==> src/rtl/rx_pcs_pkg.sv <==
// ----------------------------------------------------------------------------
// rx_pcs_pkg
// Shared constants and types for the 64b/66b receive PCS blocks:
//   SH_DATA / SH_CTRL   - the two legal sync-header values
//   SCR_TAP_A/SCR_TAP_B - self-synchronous scrambler taps (x^58 + x^39 + 1)
//   asm_state_e         - block assembly FSM states
//   hdr_is_bad()        - flags the two illegal sync headers (00, 11)
// ----------------------------------------------------------------------------
package rx_pcs_pkg;

  localparam logic [1:0] SH_DATA = 2'b01;
  localparam logic [1:0] SH_CTRL = 2'b10;

  localparam int SCR_TAP_A = 39;
  localparam int SCR_TAP_B = 58;

  typedef enum logic {
    WAIT_FIRST  = 1'b0,
    WAIT_SECOND = 1'b1
  } asm_state_e;

  function automatic logic hdr_is_bad(input logic [1:0] head);
    return (head != SH_DATA) && (head != SH_CTRL);
  endfunction

endpackage

==> src/rtl/pcs_descrambler_64.sv <==
// ----------------------------------------------------------------------------
// pcs_descrambler_64
// 64-bit parallel self-synchronous descrambler, polynomial x^58 + x^39 + 1.
// Bit 0 of din is the first bit on the line.
//   clk  in   rising-edge clock
//   rst  in   synchronous active-high reset; loads the state with all-ones
//   en   in   advance the state with the current din (one completed block)
//   din  in   64 scrambled bits
//   dout out  64 descrambled bits (combinational from din and state); equals
//             din when P_DESCRAMBLE_EN is 0
// The state always tracks the last 58 scrambled bits, even in bypass, so that
// the line history stays coherent whichever way the block is built.
// ----------------------------------------------------------------------------
module pcs_descrambler_64
  import rx_pcs_pkg::*;
#(
  parameter int P_DESCRAMBLE_EN = 1
) (
  input  logic        clk,
  input  logic        rst,
  input  logic        en,
  input  logic [63:0] din,
  output logic [63:0] dout
);

  localparam int TAP_GAP = SCR_TAP_B - SCR_TAP_A;

  // s_q[57] is the most recent scrambled bit, s_q[0] the oldest.
  logic [SCR_TAP_B-1:0] s_q, s_d;

  // Line history seen by bit i: hist[i + SCR_TAP_B - k] is the bit k positions
  // earlier. Only din bits reachable by the SCR_TAP_A tap are included.
  logic [63-SCR_TAP_A+SCR_TAP_B:0] hist;
  logic [63:0]                     descr;

  always_comb begin
    hist  = {din[63-SCR_TAP_A:0], s_q};
    descr = '0;
    for (int i = 0; i < 64; i++) begin
      // hist[i + TAP_GAP] is s[i-39], hist[i] is s[i-58]
      descr[i] = din[i] ^ hist[i + TAP_GAP] ^ hist[i];
    end
    dout = (P_DESCRAMBLE_EN != 0) ? descr : din;
    s_d  = en ? din[63:64-SCR_TAP_B] : s_q;
  end

  always_ff @(posedge clk) begin
    if (rst) begin
      s_q <= '1;
    end else begin
      s_q <= s_d;
    end
  end

endmodule

==> src/rtl/rx_block_descrambler.sv <==
// ----------------------------------------------------------------------------
// rx_block_descrambler
// Assembles two 32-bit gearbox words into one 66-bit block (2-bit sync header
// plus 64-bit payload), descrambles the payload and checks the header.
//   clk, rst        rising-edge clock, synchronous active-high reset
//   data_i[31:0]    scrambled payload word
//   head_i[1:0]     sync header, meaningful with head_valid_i
//   head_valid_i    marks the first word of a block
//   data_valid_i    qualifies data_i/head_valid_i; low cycles are ignored
//   locked_i        block lock; while low no block is assembled
//   clr_cnt_i       synchronous clear of hdr_err_cnt_o (wins over increment)
//   blk_data_o      descrambled block, held between strobes
//   blk_head_o      block sync header, held between strobes
//   blk_valid_o     one-cycle strobe, one cycle after the second word
//   blk_hdr_err_o   with blk_valid_o when the header is 00 or 11
//   align_err_o     one-cycle pulse when a partial block is discarded
//   hdr_err_cnt_o   saturating header-error count
//
// Handshake: a word is accepted on a rising edge where data_valid_i and
// locked_i are both high; there is no back-pressure. Output strobes are valid
// for exactly the one cycle they are high.
// ----------------------------------------------------------------------------
module rx_block_descrambler
  import rx_pcs_pkg::*;
#(
  parameter int P_DESCRAMBLE_EN = 1,
  parameter int P_CNT_WIDTH     = 16
) (
  input  logic                   clk,
  input  logic                   rst,
  input  logic [31:0]            data_i,
  input  logic [1:0]             head_i,
  input  logic                   head_valid_i,
  input  logic                   data_valid_i,
  input  logic                   locked_i,
  input  logic                   clr_cnt_i,
  output logic [63:0]            blk_data_o,
  output logic [1:0]             blk_head_o,
  output logic                   blk_valid_o,
  output logic                   blk_hdr_err_o,
  output logic                   align_err_o,
  output logic [P_CNT_WIDTH-1:0] hdr_err_cnt_o
);

  asm_state_e             state_q, state_d;
  logic [31:0]            lo_q, lo_d;
  logic [1:0]             hd_q, hd_d;
  logic [63:0]            blk_data_q, blk_data_d;
  logic [1:0]             blk_head_q, blk_head_d;
  logic                   blk_valid_q, blk_valid_d;
  logic                   blk_hdr_err_q, blk_hdr_err_d;
  logic                   align_err_q, align_err_d;
  logic [P_CNT_WIDTH-1:0] cnt_q, cnt_d;

  logic        accept;
  logic        complete;
  logic [63:0] descr_out;

  assign accept   = locked_i & data_valid_i;
  assign complete = accept & (state_q == WAIT_SECOND) & ~head_valid_i;

  // The second word sits directly on din so the block is descrambled in the
  // cycle it completes; the state advances only on that same edge.
  pcs_descrambler_64 #(
    .P_DESCRAMBLE_EN (P_DESCRAMBLE_EN)
  ) u_descr (
    .clk  (clk),
    .rst  (rst),
    .en   (complete),
    .din  ({data_i, lo_q}),
    .dout (descr_out)
  );

  always_comb begin
    state_d       = state_q;
    lo_d          = lo_q;
    hd_d          = hd_q;
    blk_data_d    = blk_data_q;
    blk_head_d    = blk_head_q;
    blk_valid_d   = 1'b0;
    blk_hdr_err_d = 1'b0;
    align_err_d   = 1'b0;
    cnt_d         = cnt_q;

    if (!locked_i) begin
      // Loss of lock drops any partial block silently.
      state_d = WAIT_FIRST;
    end else if (accept) begin
      unique case (state_q)
        WAIT_FIRST: begin
          if (head_valid_i) begin
            lo_d    = data_i;
            hd_d    = head_i;
            state_d = WAIT_SECOND;
          end
        end
        WAIT_SECOND: begin
          if (head_valid_i) begin
            // New block started early: restart assembly on this word.
            align_err_d = 1'b1;
            lo_d        = data_i;
            hd_d        = head_i;
          end else begin
            state_d = WAIT_FIRST;
          end
        end
        default: state_d = WAIT_FIRST;
      endcase
    end

    if (complete) begin
      blk_valid_d   = 1'b1;
      blk_data_d    = descr_out;
      blk_head_d    = hd_q;
      blk_hdr_err_d = hdr_is_bad(hd_q);
    end

    if (clr_cnt_i) begin
      cnt_d = '0;
    end else if (blk_hdr_err_d && (cnt_q != {P_CNT_WIDTH{1'b1}})) begin
      cnt_d = cnt_q + 1'b1;
    end
  end

  always_ff @(posedge clk) begin
    if (rst) begin
      state_q       <= WAIT_FIRST;
      lo_q          <= '0;
      hd_q          <= '0;
      blk_data_q    <= '0;
      blk_head_q    <= '0;
      blk_valid_q   <= 1'b0;
      blk_hdr_err_q <= 1'b0;
      align_err_q   <= 1'b0;
      cnt_q         <= '0;
    end else begin
      state_q       <= state_d;
      lo_q          <= lo_d;
      hd_q          <= hd_d;
      blk_data_q    <= blk_data_d;
      blk_head_q    <= blk_head_d;
      blk_valid_q   <= blk_valid_d;
      blk_hdr_err_q <= blk_hdr_err_d;
      align_err_q   <= align_err_d;
      cnt_q         <= cnt_d;
    end
  end

  assign blk_data_o    = blk_data_q;
  assign blk_head_o    = blk_head_q;
  assign blk_valid_o   = blk_valid_q;
  assign blk_hdr_err_o = blk_hdr_err_q;
  assign align_err_o   = align_err_q;
  assign hdr_err_cnt_o = cnt_q;

endmodule

==> config.mk <==
export PLATFORM = sky130hd
export DESIGN_NAME = rx_block_descrambler
export DESIGN_NICKNAME = d
export VERILOG_FILES = /design/src/rtl/rx_pcs_pkg.sv /design/src/rtl/pcs_descrambler_64.sv /design/src/rtl/rx_block_descrambler.sv
export SDC_FILE = /design/constraint.sdc
export NUM_CORES = 1
export LEC_CHECK = 0
export CORE_UTILIZATION = 26
export CTS_BUF_LIST = sky130_fd_sc_hd__clkbuf_4 sky130_fd_sc_hd__clkbuf_8 sky130_fd_sc_hd__clkbuf_16
export DETAILED_ROUTE_END_ITERATION = 12
export PLACE_DENSITY = 0.55
export SLEW_MARGIN = 25
export SYNTH_ARGS = -nofsm -noshare
export SYNTH_HDL_FRONTEND = slang
export SYNTH_SLANG_ARGS = --single-unit
==> constraint.sdc <==
create_clock -name clk -period 4.89 [get_ports clk]
set_clock_uncertainty 0.05 [all_clocks]
set_input_delay 0.978 -clock clk [delete_from_list [all_inputs] [get_ports clk]]
set_output_delay 0.978 -clock clk [all_outputs]
set_load 0.03 [all_outputs]
==> out/results.tsv, run 1 <==
metric	value	unit
first-pass GRT wire length	35900	um
top cells by count, synth	nand2_1, dfxtp_1, xnor2_1	
RR Startpoint	state_q	
GRT Total Usage	0.155	
Worst-Margin Slew	969	ps
wire per inst	16.2	um
vias in the first global route	6065	
CTS tree	built	
Iter 0 DRT Violations	384	
Hold Crit Endpoint	blk_data_o[13]	
fin cells	1422	
Avg Inst Size Synth	8.20	sq um
sequential area share after synthesis	0.465	
Cell Area, Synth	7660	sq um
P per Cell Area	306	nW/um^2
global placer's final weighted congestion	0.792	
drc violations	0	
H-tree levels	4	
# port buffers	124	
Vias	6428	
Final Power	3.00	mW
Hold Slack	401	ps
Critical Path Source Type	input port	
IO Pins	125	
quantity of gates resized following cts	0	
hold_sp	blk_data_o[13]	
unrepaired setup endpoints after global routing	false	
Final ANT Viol Nets	0	
library cells used by synthesis	37	
number of buffers added for setup after CTS	0	
Root Driver	clkbuf_16	
area leader, netlist	dfxtp_1	
routed wire length	23000	um
slew margin rel.	0.354	
total negative slack	0	ps
Hold WC Path Type	register to register	
clock slew at reported path FFs	80	ps
WP data required	5210	ps
path depth of the worst reg2reg path	5	
clk_lat worst skew	440	ps
FF+latch count, synth	178	
Tcrit/Tclk final	0.593	
Placed Cells incl. Taps	1390	
layout cells sized above 1	0.0443	
XOR/XNOR share of the synthesized area	0.147	
Synth area leaders	dfxtp_1, nand2_1, xnor2_1	
final net count	1066	
Synth Instances	935	
hold_buf cts	0	
reg2reg setup slack	2750	ps
maxcap violations	0	
maximum vdd drop	0.260	mV
share of the synthesized area in the top cell type	0.465	
largest net degree at the start of global routing	90	
Yosys warning count	0	
starting density of the core	0.266	
ANT cells	0	
clk sinks	178	
antenna violations before repair	0	
Die W	174	um
largest family of logic cells by synthesized area	simple AND/OR/NAND/NOR gates	
syn nets	976	
P_leak	3.36	nW
fraction of registers with async set/reset	0	
hold path depth	2	
ys flop type	dfxtp_1	
die height	174	um
CP endpoint kind	register	
drt first pass iters	5	
final hold vios	0	
# rows	62	
FF-to-FF End	blk_data_o[37]	
Slew Limit Fails	0	
post-synthesis simple-gate area fraction	0.264	
compound-cell area share of the yosys netlist	0.0829	
Peak Freq	345	MHz
EDFF count, synth	0	
gr ovfl total	0	
die area	30200	sq um
via/cell ratio	4.52	
min Tclk post-route	2900	ps
Synth-to-Final Area Change	27.6	%
mux contribution to synthesized area	0.00914	
worst-path maximum fanout	89	
Setup CP Type	input port to register	
clk buf depth	2	
top-count cell post-synth	nand2_1	
Final setup viols	0	
Synth Area in Adders	0.00163	
outcome	finished clean	
Core Region	28900	sq um
CTS buffer count	17	
CP arrival	3220	ps
hpwl dp	16300	um
==> logic make-up after synthesis <==
| group | count (synthesis) |
|---|---|
| mux | 7 |
| simple gates | 440 |
| compound gates | 120 |
| fa+ha+maj | 1 |
| flops | 178 |
| buf+inv | 60 |
| xor+xnor | 129 |
==> per-stage QoR <==
step	util	worst slack [ps]	instance area, sq um
finish	0.339	1990	9780
floorplan	-	2430	7660
global route	0.339	1770	9780
detailed placement	0.319	1500	9210
CTS	0.339	1970	9780
global placement	0.319	1550	9210
==> state kept, by name, indices dropped and copies added (netlist names) <==
signal	flops
align_err_o	1
blk_data_o	64
blk_hdr_err_o	1
blk_head_o	2
blk_valid_o	1
hd_q	2
hdr_err_cnt_o	16
lo_q	32
state_q	1
u_descr.s_q	58
==> layout by cell type (no fill, tap or decap), drive strengths merged, types with 2 or more instances in the layout <==
master / count
nand3: 9
and4: 3
nand2: 328
buf: 7
nor3b: 2
a31oi: 3
clkdlybuf4s50: 123
and2: 3
o21ai: 2
clkbuf: 17
nor3: 5
clkinv: 5
or3: 6
dfxtp: 178
o31ai: 5
a21oi: 105
nand4: 6
xnor2: 128
nand3b: 58
and3: 3
inv: 10
nor4: 3
nor2: 3
or4: 6
mux2i: 7
==> final cells by class <==
type	count	area [sq um]
Fill cell	3040	19100
Sequential cell	178	3560
Timing Repair Buffer	130	1280
Clock buffer	17	425
Inverter	1	3.75
Clock inverter	15	138
Multi-Input combinational cell	697	3880
Tap cell	384	480
==> report_power, final <==
| group | total, mW | switching (mW) | internal [mW] |
|---|---|---|---|
| Clock | 1.32 | 0.649 | 0.674 |
| Combinational | 0.189 | 0.104 | 0.0858 |
| Sequential | 1.48 | 0.0192 | 1.46 |
| Total | 3.00 | 0.772 | 2.22 |
==> worst max path at each step <==
stage               slack (ps)    startpoint           endpoint  depth (start not counted)
global route              1770  head_valid_i     blk_data_o[50]                          6
floorplan                 2430  head_valid_i  hdr_err_cnt_o[14]                          6
finish                    1990  head_valid_i     blk_data_o[37]                          6
global placement          1550  head_valid_i      blk_data_o[6]                          6
CTS                       1970  head_valid_i     blk_data_o[37]                          6
detailed placement        1500  head_valid_i     blk_data_o[37]                          6
==> worst max-delay path: stages <==
cell             delay (ps)
clkdlybuf4s50_1         530
nand4b_1                160
buf_4                   390
buf_4                   820
nand2_1                 110
a21oi_1                 160
==> routing by layer <==
metal  up-vias  global-route usage  wire length [um]
li1       3238                   -                 -
met1      3008               0.211             10700
met2       155               0.244             10700
met3        27              0.0285              1150
met4         0              0.0559               449
met5         -                   0                 0
(Power assumes the default switching activity.)
==> run 2: changes to the inputs <==
==> constraint.sdc (replaced) <==
create_clock -name clk -period 3 [get_ports clk]
set_clock_uncertainty 0.05 [all_clocks]
set_input_delay 0.6 -clock clk [delete_from_list [all_inputs] [get_ports clk]]
set_output_delay 0.6 -clock clk [all_outputs]
set_load 0.03 [all_outputs]
==> run 2 against run 1 <==
Hold slack got worse by 36 ps. Combinational power increased by 67%. First-iteration DRC count increased by 26%. Largest power group is now clock. Clock-buffer cell count unchanged. Critical path depth decreased by 1. Routed wire length increased by 2.5%. Final cell count increased by 0.42%. Register-to-register slack got worse by 1800 ps. Total power increased by 73%. Global-route usage increased by 0.19 points. Flip-flop and latch count unchanged.
==> out/results.tsv, run 2 (synthesized netlist as in run 1, its figures left out) <==
metric	value	unit
die area	30200	sq um
path depth of the worst reg2reg path	5	
pre-CTS setup slack	150	ps
final net count	1072	
clk buf depth	2	
Hold WC Path Type	input port to register	
clock slew at reported path FFs	80	ps
# port buffers	124	
Tcrit/Tclk final	0.795	
wire per inst	16.5	um
Final Power	5.19	mW
setup ws final	614	ps
Hold Crit Endpoint	align_err_o	
Critical Path Source Type	input port	
vias in the first global route	6204	
Final setup viols	0	
reg2reg setup slack	920	ps
Root Driver	clkbuf_16	
hold path depth	2	
commonest non-fill, non-tap cell in the layout	nand2_1	
via/cell ratio	4.54	
global placer's final weighted congestion	0.784	
Worst-Margin Slew	613	ps
hold_buf cts	0	
worst-path maximum fanout	14	
clk_lat worst skew	440	ps
RR Startpoint	hdr_err_cnt_o[0]	
outcome	finished clean	
drt first pass iters	5	
antenna violations before repair	0	
Iter 0 DRT Violations	482	
WP data required	3290	ps
hpwl dp	16500	um
CTS buffer count	17	
IO Pins	125	
drc violations	0	
CTS tree	built	
Setup CP Type	input port to register	
Slew Limit Fails	0	
starting density of the core	0.266	
# rows	62	
Core Region	28900	sq um
slew margin rel.	0.591	
total negative slack	0	ps
final hold vios	0	
maximum vdd drop	0.369	mV
Die W	174	um
Peak Freq	419	MHz
routed wire length	23600	um
Final ANT Viol Nets	0	
FF-to-FF End	hdr_err_cnt_o[0]	
H-tree levels	4	
Core Util, Final	0.344	
Filler cells	3064	
GRT Total Usage	0.157	
clk sinks	178	
Synth-to-Final Area Change	29.6	%
CP arrival	2680	ps
P per Cell Area	523	nW/um^2
number of buffers added for setup after CTS	0	
Placed Cells incl. Taps	1396	
most frequent cells in the layout	nand2_1, dfxtp_1, xnor2_1, clkdlybuf4s50_1, a21oi_1	
maxcap violations	0	
layout cells sized above 1	0.0479	
P_leak	3.43	nW
hold_sp	rst	
die height	174	um
unrepaired setup endpoints after global routing	false	
quantity of gates resized following cts	0	
min Tclk post-route	2390	ps
max reg flops	64	
first-pass GRT wire length	36500	um
CP endpoint kind	register	
Vias	6480	
ANT cells	0	
gr ovfl total	0	
largest net degree at the start of global routing	129	
fin cells	1428	
run 2: cell types whose count changed in the layout (fill, tap and decap cells not counted):
| cell | previous run | this run |
|---|---|---|
| and3_1 | 2 | 3 |
| and3_2 | 1 | 0 |
| buf_12 | 0 | 3 |
| buf_4 | 7 | 10 |
| bufinv_16 | 0 | 4 |
| clkinv_2 | 0 | 1 |
| clkinv_4 | 5 | 0 |
| clkinv_8 | 0 | 1 |
| clkinvlp_4 | 1 | 2 |
| inv_6 | 6 | 7 |
| inv_8 | 3 | 0 |
| nand3_1 | 8 | 9 |
| nand3_2 | 1 | 0 |
run 2: how the worst max path moves through the flow:
stage | slack [ps] | from | end
after floorplan | 920 | head_valid_i | hdr_err_cnt_o[14]
after global placement | 180 | data_valid_i | hdr_err_cnt_o[12]
after detailed placement | 150 | data_valid_i | hdr_err_cnt_o[12]
after CTS | 620 | data_valid_i | hdr_err_cnt_o[12]
after global routing | 530 | data_valid_i | hdr_err_cnt_o[8]
final | 610 | data_valid_i | hdr_err_cnt_o[12]
run 2: through the flow:
step,cell area (sq um),hold slack (ps)
final,9930,365
after global routing,9930,348
after CTS,9930,350
after detailed placement,9290,393
after global placement,9290,391
after floorplan,7660,407
run 2: layer usage:
layer / GRT usage / share of wire
met4: 0.0358 / 0.0095
met2: 0.255 / 0.47
met3: 0.0331 / 0.046
met1: 0.213 / 0.47
met5: 0 / 0
run 2: critical path, stage by stage:
cell and delay, ps:
clkdlybuf4s50_1 550, nand4b_1 200, or3_1 630, or4_1 570, o211a_1 130
run 2: layout make-up:
class	instances	area [sq um]	area share
inverters	1	3.75	0.000378
well taps	384	480	0.0484
flip-flops and latches	178	3560	0.359
clock inverters	15	218	0.0219
clock buffers	17	425	0.0428
multi-input cells	697	3880	0.390
repair buffers	136	1370	0.138
run 2: report_power, final:
| part | switching (mW) | internal [mW] |
|---|---|---|
| combinational | 0.171 | 0.145 |
| clock | 1.04 | 1.42 |
| sequential | 0.0313 | 2.39 |
| total | 1.24 | 3.95 |
==> run 3: changes to the inputs <==
==> constraint.sdc (replaced) <==
create_clock -name clk -period 2.3 [get_ports clk]
set_clock_uncertainty 0.05 [all_clocks]
set_input_delay 0.46 -clock clk [delete_from_list [all_inputs] [get_ports clk]]
set_output_delay 0.46 -clock clk [all_outputs]
set_load 0.03 [all_outputs]
==> run 3 against run 2 <==
Sequential power is 30% higher. First-iteration DRC count down 16%. Register-to-register slack worse by 520 ps. Clock-buffer cell count unchanged. Sequential share of layout area shrank 0.33 points. Critical path depth decreased by 4. Global-route usage about the same. Routed wire length shrank 0.36%. Worst setup slack worse by 470 ps. Non-clock buffer count is 12 higher. Clock power is 20% higher. Critical endpoint is now hdr_err_cnt_o[8].
==> out/results.tsv, run 3 (synthesized netlist as in run 1, its figures left out) <==
metric	value	unit
WP data required	1790	ps
min Tclk post-route	2150	ps
unrepaired setup endpoints after global routing	false	
max reg flops	64	
largest net degree at the start of global routing	90	
most frequent cells in the layout	nand2_1, dfxtp_1, xnor2_1, clkdlybuf4s50_1, a21oi_1	
Flop pwr share	0.485	
Slew Limit Fails	0	
Worst-Margin Slew	509	ps
Synth-to-Final Area Change	30.8	%
routed wire length	23500	um
Peak Freq	464	MHz
crit path cell chain	clkdlybuf4s50_1	
Critical Path Source Type	register	
Final setup viols	0	
CTS buffer count	17	
worst-path maximum fanout	8	
clk sinks	178	
fin cells	1440	
Die W	174	um
wire per inst	16.3	um
# port buffers	124	
global placer's final weighted congestion	0.788	
Vias	6560	
Sw Ratio	0.253	
Hold WC Path Type	input port to register	
CP endpoint kind	primary output	
drt first pass iters	5	
maxcap violations	0	
drc violations	0	
Core Region	28900	sq um
gr ovfl total	0	
first-pass GRT wire length	36500	um
worst path bufs/invs	1	
Filler cells	3035	
final hold vios	0	
maximum vdd drop	0.419	mV
hold_buf cts	0	
quantity of gates resized following cts	0	
placed instance area	9440	sq um
Placed Cells incl. Taps	1408	
commonest non-fill, non-tap cell in the layout	nand2_1	
clk_lat worst skew	440	ps
Slowest-stage cell, CP	clkdlybuf4s50_1	
Finished Cell Area	10000	sq um
delay of the slowest cell on the worst path	720	ps
CP arrival	1640	ps
slew margin rel.	0.661	
die height	174	um
clk buf depth	2	
GRT Total Usage	0.158	
die area	30200	sq um
Sw Pwr	1.65	mW
Internal Pwr Total	4.86	mW
starting density of the core	0.266	
H-tree levels	4	
# rows	62	
power share of the combinational group	0.064	
final net count	1084	
ANT cells	0	
Tcrit/Tclk final	0.937	
Root Driver	clkbuf_16	
total negative slack	0	ps
Iter 0 DRT Violations	404	
Setup CP Type	register to primary output	
hpwl dp	16900	um
cell family with most CP delay	buffers and inverters	
clock slew at reported path FFs	80	ps
vias in the first global route	6142	
outcome	finished clean	
antenna violations before repair	0	
P per Cell Area	649	nW/um^2
P_leak	3.49	nW
CTS tree	built	
number of buffers added for setup after CTS	0	
layout cells sized above 1	0.0587	
Final ANT Viol Nets	0	
via/cell ratio	4.56	
reg2reg setup slack	400	ps
IO Pins	125	
Clock Power Share	0.451	
run 3: changes by cell type in the layout (fill, tap and decap cells not counted), sizes merged:
cell and change:
buf +12, clkinvlp -1, bufinv -3, inv +4
run 3: per-layer routing:
layer	GRT usage	up-vias	wire length [um]
li1	-	3267	-
met1	0.212	3123	11100
met2	0.258	159	11100
met3	0.0340	11	1120
met4	0.0340	0	176
met5	0	-	0
run 3: power groups by stage:
stage | Sequential, mW | Combinational (mW) | Clock [mW]
finish | 3.15 | 0.418 | 2.94
global route | 3.16 | 0.452 | 3.15
CTS | 3.15 | 0.423 | 3.01
detailed placement | 3.23 | 0.421 | 0
global placement | 3.23 | 0.422 | 0
floorplan | 3.22 | 0.219 | 0
run 3: path summary, 6_finish.rpt:
| path | start | endpoint | depth (start not counted) |
|---|---|---|---|
| worst max-delay path | hdr_err_cnt_o[8] | hdr_err_cnt_o[8] | 1 |
| worst min-delay path | rst | blk_data_o[24] | 2 |
| worst min register to register | blk_data_o[24] | blk_data_o[24] | 2 |
| worst max register to register | state_q | hdr_err_cnt_o[11] | 5 |
run 3: final cells by class:
| cell class | instances | area, sq um | share of cell area |
|---|---|---|---|
| multi-input combinational | 697 | 3880 | 0.387 |
| sequential | 178 | 3560 | 0.355 |
| timing repair buffer | 148 | 1520 | 0.152 |
| tap | 384 | 480 | 0.0479 |
| clock buffer | 17 | 425 | 0.0424 |
| clock inverter | 15 | 158 | 0.0157 |
| inverter | 1 | 3.75 | 0.000374 |
run 3: through the flow:
| stage | setup slack (ps) | total power [mW] | hold slack (ps) | util |
|---|---|---|---|---|
| final | 146 | 6.51 | 380 | 0.347 |
| after global routing | 75.2 | 6.77 | 377 | 0.347 |
| after CTS | 124 | 6.59 | 365 | 0.347 |
| after detailed placement | -198 | 3.65 | 394 | 0.327 |
| after global placement | -164 | 3.65 | 391 | 0.327 |
| after floorplan | 327 | 3.44 | 407 | - |
